==> src/rtl/classifier_pkg.sv <==
// Shared constants and FSM state type for the logit argmax classifier.
// The optional runner-up / confidence datapath is enabled by CLASSIFY_MARGIN_EN.
package classifier_pkg;

  localparam int NUM_CLASSES   = 10;
  localparam int DATA_W        = 32;
  localparam int IDX_W         = 4;
  localparam int MARGIN_THRESH = 256;

  localparam logic signed [DATA_W-1:0] MOST_NEG = {1'b1, {(DATA_W-1){1'b0}}};

  typedef enum logic [1:0] {
    IDLE      = 2'd0,
    WAIT_PREV = 2'd1,
    SCAN      = 2'd2,
    DONE      = 2'd3
  } cls_state_t;

endpackage

==> src/rtl/argmax_update.sv <==
// Combinational best/second-best update for one candidate logit (strict greater-than).
// Second-best ports exist only when CLASSIFY_MARGIN_EN is defined.
module argmax_update
  import classifier_pkg::*;
(
  input  logic                     init,
  input  logic signed [DATA_W-1:0] cand_score,
  input  logic [IDX_W-1:0]         cand_idx,
  input  logic signed [DATA_W-1:0] best_score,
  input  logic [IDX_W-1:0]         best_idx,
  output logic signed [DATA_W-1:0] next_best_score,
  output logic [IDX_W-1:0]         next_best_idx
`ifdef CLASSIFY_MARGIN_EN
  ,
  input  logic signed [DATA_W-1:0] second_score,
  input  logic [IDX_W-1:0]         second_idx,
  output logic signed [DATA_W-1:0] next_second_score,
  output logic [IDX_W-1:0]         next_second_idx
`endif
);

  // Ties never replace, so the lower index is kept for both best and second.
  always_comb begin
    next_best_score = best_score;
    next_best_idx   = best_idx;
`ifdef CLASSIFY_MARGIN_EN
    next_second_score = second_score;
    next_second_idx   = second_idx;
`endif
    if (init) begin
      next_best_score = cand_score;
      next_best_idx   = cand_idx;
`ifdef CLASSIFY_MARGIN_EN
      next_second_score = MOST_NEG;
      next_second_idx   = {IDX_W{1'b0}};
`endif
    end else if (cand_score > best_score) begin
      next_best_score = cand_score;
      next_best_idx   = cand_idx;
`ifdef CLASSIFY_MARGIN_EN
      next_second_score = best_score;
      next_second_idx   = best_idx;
    end else if (cand_score > second_score) begin
      next_second_score = cand_score;
      next_second_idx   = cand_idx;
`endif
    end else begin
      next_best_score = best_score;
    end
  end

endmodule

==> src/rtl/logit_argmax_classifier.sv <==
// Launches the dense stage, scans its logits one per cycle and registers the argmax.
// Optional runner-up/margin/low-confidence outputs are enabled by CLASSIFY_MARGIN_EN.
module logit_argmax_classifier
  import classifier_pkg::*;
(
  input  logic              clk,
  input  logic              reset,
  input  logic              start,
  output logic              dense_start,
  input  logic              dense_done,
  output logic [IDX_W-1:0]  dense_read_addr,
  input  logic [DATA_W-1:0] dense_read_data,
  output logic [IDX_W-1:0]  class_idx,
  output logic [DATA_W-1:0] class_score,
  output logic [IDX_W-1:0]  runner_up_idx,
  output logic [DATA_W:0]   margin,
  output logic              low_conf,
  output logic              busy,
  output logic              done
);

  localparam logic [IDX_W-1:0] LAST_IDX = IDX_W'(NUM_CLASSES - 1);

  cls_state_t               state;
  logic signed [DATA_W-1:0] best_score;
  logic [IDX_W-1:0]         best_idx;
  logic signed [DATA_W-1:0] next_best_score;
  logic [IDX_W-1:0]         next_best_idx;
  logic                     scan_init;

  assign scan_init = (dense_read_addr == {IDX_W{1'b0}});

`ifdef CLASSIFY_MARGIN_EN
  logic signed [DATA_W-1:0] second_score;
  logic [IDX_W-1:0]         second_idx;
  logic signed [DATA_W-1:0] next_second_score;
  logic [IDX_W-1:0]         next_second_idx;
  logic [DATA_W:0]          margin_next;

  // Best >= second always holds, so the sign-extended difference is non-negative.
  assign margin_next = {next_best_score[DATA_W-1], next_best_score}
                     - {next_second_score[DATA_W-1], next_second_score};

  argmax_update u_update (
    .init              (scan_init),
    .cand_score        (dense_read_data),
    .cand_idx          (dense_read_addr),
    .best_score        (best_score),
    .best_idx          (best_idx),
    .next_best_score   (next_best_score),
    .next_best_idx     (next_best_idx),
    .second_score      (second_score),
    .second_idx        (second_idx),
    .next_second_score (next_second_score),
    .next_second_idx   (next_second_idx)
  );

  // Runner-up tracking and the confidence outputs, published only at scan end.
  always_ff @(posedge clk) begin
    if (reset) begin
      second_score  <= {DATA_W{1'b0}};
      second_idx    <= {IDX_W{1'b0}};
      runner_up_idx <= {IDX_W{1'b0}};
      margin        <= {(DATA_W+1){1'b0}};
      low_conf      <= 1'b0;
    end else if (state == SCAN) begin
      second_score <= next_second_score;
      second_idx   <= next_second_idx;
      if (dense_read_addr == LAST_IDX) begin
        runner_up_idx <= next_second_idx;
        margin        <= margin_next;
        low_conf      <= (margin_next < (DATA_W+1)'(MARGIN_THRESH));
      end
    end
  end
`else
  argmax_update u_update (
    .init            (scan_init),
    .cand_score      (dense_read_data),
    .cand_idx        (dense_read_addr),
    .best_score      (best_score),
    .best_idx        (best_idx),
    .next_best_score (next_best_score),
    .next_best_idx   (next_best_idx)
  );

  assign runner_up_idx = {IDX_W{1'b0}};
  assign margin        = {(DATA_W+1){1'b0}};
  assign low_conf      = 1'b0;
`endif

  // Control FSM, read address and the registered argmax result.
  always_ff @(posedge clk) begin
    if (reset) begin
      state           <= IDLE;
      dense_start     <= 1'b0;
      dense_read_addr <= {IDX_W{1'b0}};
      best_score      <= {DATA_W{1'b0}};
      best_idx        <= {IDX_W{1'b0}};
      class_idx       <= {IDX_W{1'b0}};
      class_score     <= {DATA_W{1'b0}};
      busy            <= 1'b0;
      done            <= 1'b0;
    end else begin
      dense_start <= 1'b0;
      case (state)
        IDLE: begin
          if (start) begin
            dense_start <= 1'b1;
            busy        <= 1'b1;
            state       <= WAIT_PREV;
          end
        end
        WAIT_PREV: begin
          if (dense_done) begin
            dense_read_addr <= {IDX_W{1'b0}};
            state           <= SCAN;
          end
        end
        SCAN: begin
          best_score <= next_best_score;
          best_idx   <= next_best_idx;
          if (dense_read_addr == LAST_IDX) begin
            class_idx   <= next_best_idx;
            class_score <= next_best_score;
            done        <= 1'b1;
            busy        <= 1'b0;
            state       <= DONE;
          end else begin
            dense_read_addr <= dense_read_addr + IDX_W'(1);
          end
        end
        DONE: begin
          if (start) begin
            done        <= 1'b0;
            dense_start <= 1'b1;
            busy        <= 1'b1;
            state       <= WAIT_PREV;
          end
        end
        default: state <= IDLE;
      endcase
    end
  end

endmodule
==> config.mk <==
export PLATFORM = sky130hd
export DESIGN_NAME = logit_argmax_classifier
export DESIGN_NICKNAME = d
export VERILOG_FILES = /design/src/rtl/classifier_pkg.sv /design/src/rtl/argmax_update.sv /design/src/rtl/logit_argmax_classifier.sv
export SDC_FILE = /design/constraint.sdc
export NUM_CORES = 1
export LEC_CHECK = 0
export ABC_AREA = 1
export CAP_MARGIN = 20
export CORE_MARGIN = 2
export CORE_UTILIZATION = 35
export CTS_CLUSTER_SIZE = 28
export DETAILED_ROUTE_END_ITERATION = 12
export PLACE_DENSITY_LB_ADDON = 0.1
export REMOVE_ABC_BUFFERS = 1
export SYNTH_ARGS = -nofsm -noshare
export SYNTH_HDL_FRONTEND = slang
export SYNTH_SLANG_ARGS = --single-unit
export TNS_END_PERCENT = 1
==> constraint.sdc <==
create_clock -name clk -period 3.1 [get_ports clk]
set_input_delay 0.465 -clock clk [delete_from_list [all_inputs] [get_ports clk]]
set_output_delay 0.465 -clock clk [all_outputs]
set_load 0.02 [all_outputs]
-- Word-level counts from Yosys, hierarchy flattened
Cells that the tools add are included.
- equality and inequality tests: 9
- multiplexer cells: 18
- bitwise operators: 1
- reduce and logical (&&, ||, !) cells: 12
- $add $sub $neg: 1
- magnitude comparators: 1
- operators by type and width (kind ; count):
    2-to-1 mux 32 bit ; 2
    greater-than comparator 32 bit ; 1
    2-to-1 mux 4 bit ; 4
    AND reduction 3 bit ; 4
    != test 2 bit, second input constant ; 4
    case mux 4 bit (2 select lines) ; 1
    2-to-1 mux 2 bit ; 3
    case mux 2 bit (3 select lines) ; 1
    nonzero test 2 bit ; 3
    2-to-1 mux 1 bit ; 5
    adder 4 x 1 -> 4 bit, second input constant ; 1
    == test 2 bit, second input constant ; 2
    == test 4 bit, second input constant ; 1
    logical NOT 4 bit ; 1
    case mux 1 bit (2 select lines) ; 2
    OR reduction 2 bit ; 2
    == test 2 x 1 -> 1 bit, second input constant ; 1
    logical NOT 2 bit ; 1
    != test 2 x 1 -> 1 bit, second input constant ; 1
    AND reduction 2 bit ; 1
    NOT 1 bit ; 1
- output and inout bits: 81
- input port bits: 36
- register bits after elaboration: 81
- logic and storage cells: 51

-- Logic depth before layout (Yosys ltp)
Gate-level depths: netlist (run 1).
- depth in word-level cells: 4
- depth in mapped cells: 21
- gate-level depth less buffers: 20

-- Cells and area by module
From an unflattened synthesis (run 1), not the netlist that was laid out.
- cell total of the unflattened synthesis: 689
- area total of the unflattened synthesis: 4675.7 sq um
- modules (own cells, without submodules) (module ; seq. area each (sq um) ; times used ; area each (sq um) ; cells an instance):
    logit_argmax_classifier ; 1621.6 ; 1 ; 3274.4 ; 427
    argmax_update ; 0.0 ; 1 ; 1401.3 ; 262

-- Worst setup path before layout (run 1)
OpenSTA, ideal clock, no wires.
- path kind: input port to flip-flop
- start: input port dense_read_data[31]
- end: register best_score[3]
- required time: 2.991 ns
- setup time: 0.109 ns
- setup slack: 1.022 ns
- data arrival time: 1.969 ns
- stages: 14
- buffers on the path: 2
- cells stage by stage: ha_1 > nand2_1 > nor2_2 > nand2_2 > nor4_4 > nand2_1 > nand3_1 > nand3_2 > buf_6 > buf_6 > nand3_1 > nand3_1 > nand2_1 > inv_1
- cells in the longest elaborated chain, start to end: 3
- RTL lines (what ; line ; RTL):
    from (decl) ; logit_argmax_classifier.sv:12 ; input logic [DATA_W-1:0] dense_read_data,
    greater-than comparator 32 bit ; argmax_update.sv:37 ; end else if (cand_score > best_score) begin
    2-to-1 mux 32 bit ; argmax_update.sv:37 ;
    2-to-1 mux 32 bit ; argmax_update.sv:30 ; if (init) begin
    to (signal assigned) ; logit_argmax_classifier.sv:98 ; best_score <= {DATA_W{1'b0}};
    to (signal assigned) ; logit_argmax_classifier.sv:121 ; best_score <= next_best_score;
    to (decl) ; logit_argmax_classifier.sv:25 ; logic signed [DATA_W-1:0] best_score;
No other way between the ends.
A chain may end at the register's enable or synchronous reset.

-- Worst setup path in the final report (run 1)
- start: input port dense_read_data[31]
- end: register class_score[13]
- cells in the longest elaborated chain, start to end: 3
- RTL lines (what ; line ; RTL):
    greater-than comparator 32 bit ; argmax_update.sv:37 ;
    2-to-1 mux 32 bit ; argmax_update.sv:37 ;
    2-to-1 mux 32 bit ; argmax_update.sv:30 ;
    to (signal assigned) ; logit_argmax_classifier.sv:101 ; class_score <= {DATA_W{1'b0}};
    to (signal assigned) ; logit_argmax_classifier.sv:125 ; class_score <= next_best_score;
    to (decl) ; logit_argmax_classifier.sv:14 ; output logic [DATA_W-1:0] class_score,
No other way between the ends.

==> run summary, run 1 <==
status - completed
Crit-path slowest cell - clkdlybuf4s50_1
largest net degree at the start of global routing - 73
crit path capture type - register
fraction of layout cells with a size suffix above 1 - 6.726%
WP buf/inv - 3
vias per inst - 4.656
CTS Buf Count - 9
wire per inst - 12.93 µm
Seq/Total Area, Yosys - 32.10%
CTS tree - done
CTS resizes - 0
DR DRC count - 0
Finished Layout Cells - 968
max_slew headroom - 51.85%
vias - 4507
max_cap viols - 0
Worst-path clk slew - 60 ps
Worst Setup Start Kind - input pin
die width - 124.1 µm
core area - 0.01399 mm²
Slew Limit Fails - 0
# setup viols final - 0
Req. time, crit path - 3350 ps
IO Pins - 117
Clock Skew - 10.00 ps
htree depth - 3
most used cell, CP - nand2_1
first-pass GRT wire length - 19.84 mm
Routed WL - 12.51 mm
Setup WS pre-CTS - 248.3 ps
Buffers on Ports - 78
fin crit share - 80.19%
Initial Utilization - 36.11%
Mapped Area - 0.005051 mm²
RSZ-0062 raised after global routing - false
P&R area growth vs syn - 23.16%
Worst path max stage delay - 450 ps
fin area - 0.006221 mm²
leakage power - 2.958 nW
total clock sinks - 81
vias in the first global route - 4203
initial antenna violation count - 0
fin nets - 858
Core Rows - 43
crit-path cells - clkdlybuf4s50_1, ha_1, nand2_1, nor2_2, nand2_2, nor4_4, nand2_1, nand2_1, nand2_1, nand3_2, nand2_2, buf_12, nand2_1, nand3_1, nand2_1, inv_1
Hold WS - 497.6 ps
family with the most delay on the worst path - simple AND/OR/NAND/NOR gates
WP data arrival - 2740 ps
Avg Inst Size Synth - 7.055 µm²
Ys Warns - 0
Tot GR Track Use - 16.76%
Skew-Pair Late Insertion Delay - 350 ps
VDD IR max - 0.4205 mV
Clock Path Buffers - 2
antenna-violating nets left - 0
Hold WC Path Type - reg -> reg
Overflow after GRT - 0
crit path max fanout - 24
Pwr Density - 763.4 mW/mm²
Hold Fails Final Rpt - 0
fmax - 402.3 MHz
Initial DRC Count - 195
placer congestion estimate - 0.7801
Distinct cells, synth - 28
clk root buf - clkbuf_16
placed cells - 952
die area - 0.01541 mm²
setup bufs post-CTS - 0
Setup TNS Final - 0 ps
hold_buf cts - 0
Final Worst Setup Slack - 614.0 ps
drt pass-1 iters - 4
critical path class - in -> reg
# diodes - 0
minimum clock period - 2486 ps
synthesis-stage register bit count - 81
Final HPWL DP - 8.254 mm
Die Y - 124.1 µm
Placement Cell Area - 0.005857 mm²
worst-margin pin slew - 717.8 ps
Mapped Cells - 716
[report_power, final]
part,internal (mW),switching [mW],total (mW)
Clock,0.854,0.459,1.31
Combinational,0.685,1.36,2.04
Sequential,1.25,0.137,1.39
Total,2.79,1.96,4.75
[flip-flops by register name (all words and copies together), names as in the netlist]
register and count:
state 2, best_idx 4, dense_read_addr 4, done 1
busy 1, dense_start 1, best_score 32, class_idx 4
class_score 32
[worst reg2reg max path: stages (launching register included)]
cell and delay, ps:
dfxtp_1 330, inv_1 60, ha_1 360, nand2_1 110, nor2_2 140, nand2_2 100, nor4_4 180, nand2_1 110
nand2_1 70, nand2_1 60, nand3_2 100, nand2_2 80, buf_12 180, nand2_1 90, nand3_1 110, nand2_1 90
inv_1 40
[cells in the mapped netlist]
master	n	area, µm²
a211oi_1	1	7.510
a21o_1	2	15.01
a21oi_1	55	275.3
a311oi_1	1	8.760
buf_1	1	3.750
buf_2	7	35.03
buf_4	41	307.8
buf_6	2	22.52
buf_8	2	30.03
clkbuf_1	18	67.56
clkinv_1	1	3.750
conb_1	1	3.750
dfxtp_1	81	1622
ha_1	39	488.0
inv_1	123	461.7
nand2_1	153	574.3
nand2_2	2	12.51
nand3_1	91	455.4
nand3_2	19	190.2
nand4_1	2	12.51
nor2_1	21	78.83
nor2_2	1	6.260
nor3_1	2	10.01
nor3b_1	1	7.510
nor4_4	1	21.27
o21a_1	36	270.3
o21ai_0	11	55.05
o21ai_1	1	5.000
[metal layers]
layer  share of wire, %  GRT usage [%]  routed length (µm)  up-vias
li1                   -              -                   -     2341
met1                 48          21.20                5963     2063
met2                 46          28.18                5816       92
met3                4.2          2.930                 531       11
met4                1.6          6.742                 201        0
met5                  0              0                   0        -
[area by class of cell]
class	instances	area, µm²
multi-input cells	477	2649
flip-flops and latches	81	1622
inverters	124	465.4
clock buffers	12	266.5
clock inverters	4	97.59
fillers	1467	7767
repair buffers	90	895.9
well taps	180	225.2
[layout by cell type, fill, tap and decap left out, drive strengths merged]
cell and instances:
bufinv 3, a21oi 55, clkinvlp 1, nor2 22
nand2 155, a311oi 1, nor4 1, clkdlybuf4s50 78
a21o 2, nand3 110, nor3b 1, buf 12
inv 123, a211oi 1, dfxtp 81, conb 38
clkbuf 12, ha 39, clkinv 1, o21ai 12
nor3 2, nand4 2, o21a 36
[stage by stage]
stage                     total power [mW]  util (%)
after CTS                            4.810     44.47
after detailed placement             3.472     41.87
after global placement               3.424     41.87
after floorplan                      2.768         -
after global routing                 5.139     44.47
final                                4.749     44.47
[worst paths after layout]
path                            start         endpoint  slack (ps)  cells past startpoint
setup reg to reg       best_score[31]  class_score[13]         820                     16
setup / recovery  dense_read_data[31]  class_score[13]         610                     16
hold reg to reg                  done             done         500                      2
hold / removal                   done             done         500                      2
[logic make-up after synthesis]
| family | synth area share, % |
|---|---|
| flip-flops | 32.10 |
| buffers and inverters | 18.45 |
| AND/OR/NAND/NOR | 27.10 |
| adder cells (fa/ha/maj) | 9.661 |
| AO/OA/AOI/OAI | 12.61 |
| other | 0.07424 |
(Power assumes the default switching activity.)
==> run 2: changes to the inputs <==
- clock period: 3.1 -> 2.1 ns (I/O delays scaled with it)
==> run summary, run 2 (synthesis gave the netlist of run 1 again) <==
R2R Setup Slk - -100 ps (-920 ps)
failing checks - setup timing
largest net degree at the start of global routing - 73 (unchanged)
Most Used Layer, Global Route - met2
area of the multi-input gates - 0.003308 mm² (+25%)
htree depth - 3 (unchanged)
Placement Cell Area - 0.006047 mm² (+3.2%)
total clock sinks - 81 (unchanged)
Worst R2R Path Depth - 16 (unchanged)
WP data arrival - 2450 ps (-290 ps)
critical path class - reg -> reg
Levels on crit path - 16 (unchanged)
Crit-path slowest cell - dfxtp_2
CTS tree - done
CTS Buf Count - 9 (unchanged)
WP buf/inv - 3 (unchanged)
met3 Usage GRT - 3.526% (+0.60 points)
DR DRC count - 0 (unchanged)
Initial Utilization - 36.11% (unchanged)
Reg2Reg Launch Point - best_score[31]
Die Y - 124.1 µm (unchanged)
fin crit share - 105.0%
core area - 0.01399 mm² (unchanged)
Worst-path clk slew - 60 ps (about the same)
die area - 0.01541 mm² (unchanged)
crit path capture type - register
Final Worst Setup Slack - -104.8 ps (-718.8 ps)
Slew Limit Fails - 0 (unchanged)
placer congestion estimate - 0.7972 (+2.2%)
vias in the first global route - 4390 (+4.4%)
Overflow after GRT - 0 (unchanged)
clk root buf - clkbuf_16
drt pass-1 iters - 4 (unchanged)
initial antenna violation count - 0 (unchanged)
Core Rows - 43 (unchanged)
vias - 4643 (+3.0%)
fin area - 0.007293 mm² (+17%)
Clock Path Buffers - 2 (unchanged)
CP endpoint - best_score[27]
most used cell, CP - nand2_2
family with the most delay on the worst path - simple AND/OR/NAND/NOR gates
sequential cell area - 0.001648 mm² (+1.6%)
most frequent cells in the layout - nand2_1 (117), inv_1 (110), dfxtp_1 (60)
most common cell after layout, fill and taps aside - nand2_1
vias per inst - 4.643 (-0.28%)
Tot GR Track Use - 17.34% (+0.58 points)
crit-path cells - inv_2, ha_4, nand2_2, nor2_4, nand2_4, nor4_4, nand2_2, nand2_2, nand2_2, nand3_4, nand2_8, buf_12, nand2_1, nand3_1, nand2_1, inv_1
Largest regs - best_score: 32 flops, class_score: 32 flops
# diodes - 0 (unchanged)
wire per inst - 13.43 µm (+3.9%)
antenna-violating nets left - 0 (unchanged)
first-pass GRT wire length - 20.76 mm (+4.6%)
crit path max fanout - 8 (-67%)
met2 GRT Util - 29.13% (+0.96 points)
Hold Fails Final Rpt - 0 (unchanged)
Setup TNS Final - -5006 ps (-5006 ps)
# setup viols final - 72 (+72)
Worst path max stage delay - 330 ps (-120 ps)
Final HPWL DP - 8.446 mm (+2.3%)
fmax - 453.6 MHz
worst hold stages - 5 (+3)
status - complete, but fails checks
Initial DRC Count - 284 (+46%)
die width - 124.1 µm (unchanged)
Pwr Density - 1167 mW/mm² (+53%)
Routed WL - 13.43 mm (+7.3%)
P&R area growth vs syn - 44.39%
number of fill cells in the layout - 1341 (-8.6%)
Worst Setup Start Kind - register
Setup WS pre-CTS - -621.9 ps (-870.2 ps)
fraction of layout cells with a size suffix above 1 - 27.07% (+20 points)
RSZ-0062 raised after global routing - true
Finished Layout Cells - 1000 (+3.3%)
grt met1 use - 21.59% (+0.39 points)
placed cells - 974 (+2.3%)
Hold WC Path Type - in -> reg
Critical R2R Capture - best_score[27]
leakage power - 3.423 nW (+16%)
fin nets - 890 (+3.7%)
Skew-Pair Late Insertion Delay - 350 ps (about the same)
hold_buf cts - 0 (unchanged)
Req. time, crit path - 2340 ps (-1010 ps)
CP startpoint - best_score[31]
IO Pins - 117 (unchanged)
Buffers on Ports - 78 (unchanged)
max_cap viols - 0 (unchanged)
minimum clock period - 2205 ps
Clock Skew - 6.107 ps (-3.893 ps)
VDD IR max - 0.5570 mV (+32%)
-- run 2: cell types whose count changed in the layout (fill, tap and decap cells not counted), moves of 13 or more --
| cell | change |
|---|---|
| buf_4 | +20 |
| clkdlybuf4s50_1 | -26 |
| dfxtp_1 | -21 |
| dfxtp_2 | +21 |
| dlymetal6s2s_1 | +19 |
| ha_1 | -18 |
| ha_4 | +18 |
| inv_1 | -13 |
| inv_2 | +13 |
| nand2_1 | -36 |
| nand2_2 | +31 |
| nand3_1 | -33 |
| nand3_2 | +23 |
-- run 2: routing by layer --
layer | vias up | routed length (µm)
li1 | 2407 | -
met1 | 2142 | 6322
met2 | 79 | 6384
met3 | 15 | 481
met4 | 0 | 238
met5 | - | 0
-- run 2: layout make-up --
cell class              count  area share (%)
flip-flops and latches     81           22.59
inverters                 124           6.382
well taps                 180           3.088
repair buffers            122           17.86
clock inverters             6           1.441
multi-input cells         477           45.36
clock buffers              10           3.277
-- run 2: worst min-delay path: cells and delay by family --
family	cells	cell delay, ps
buffers and inverters	2	180
AND/OR/NAND/NOR	3	190
-- run 2: report_power, final --
part           switching [mW]  total (mW)  internal (mW)
sequential              0.230        2.12           1.88
combinational            2.70        4.54           1.85
clock                   0.662        1.85           1.19
-- run 2: per-stage QoR --
stage | total power [mW] | utilization, % | hold slack, ps
finish | 8.511 | 52.14 | 363.3
global route | 9.125 | 52.14 | 397.1
CTS | 7.610 | 46.94 | 437.1
detailed placement | 5.374 | 43.23 | 496.6
global placement | 5.315 | 43.23 | 488.7
floorplan | 4.086 | - | 384.1
-- run 2: timing repair --
item | CTS | global route
buffers inserted | 4 | 3
pin swaps | 11 | 74
setup endpoints to repair | 72 | 72
gates resized for setup | 36 | 160
gates cloned | 1 | 2
-- run 2: worst min path at each step --
stage | startpoint | endpoint | slack (ps)
final | dense_read_data[22] | best_score[22] | 360
after floorplan | reset | state[1] | 380
after global routing | dense_read_data[13] | class_score[13] | 400
after CTS | dense_read_data[27] | best_score[27] | 440
after global placement | state[1] | state[1] | 490
after detailed placement | done | done | 500
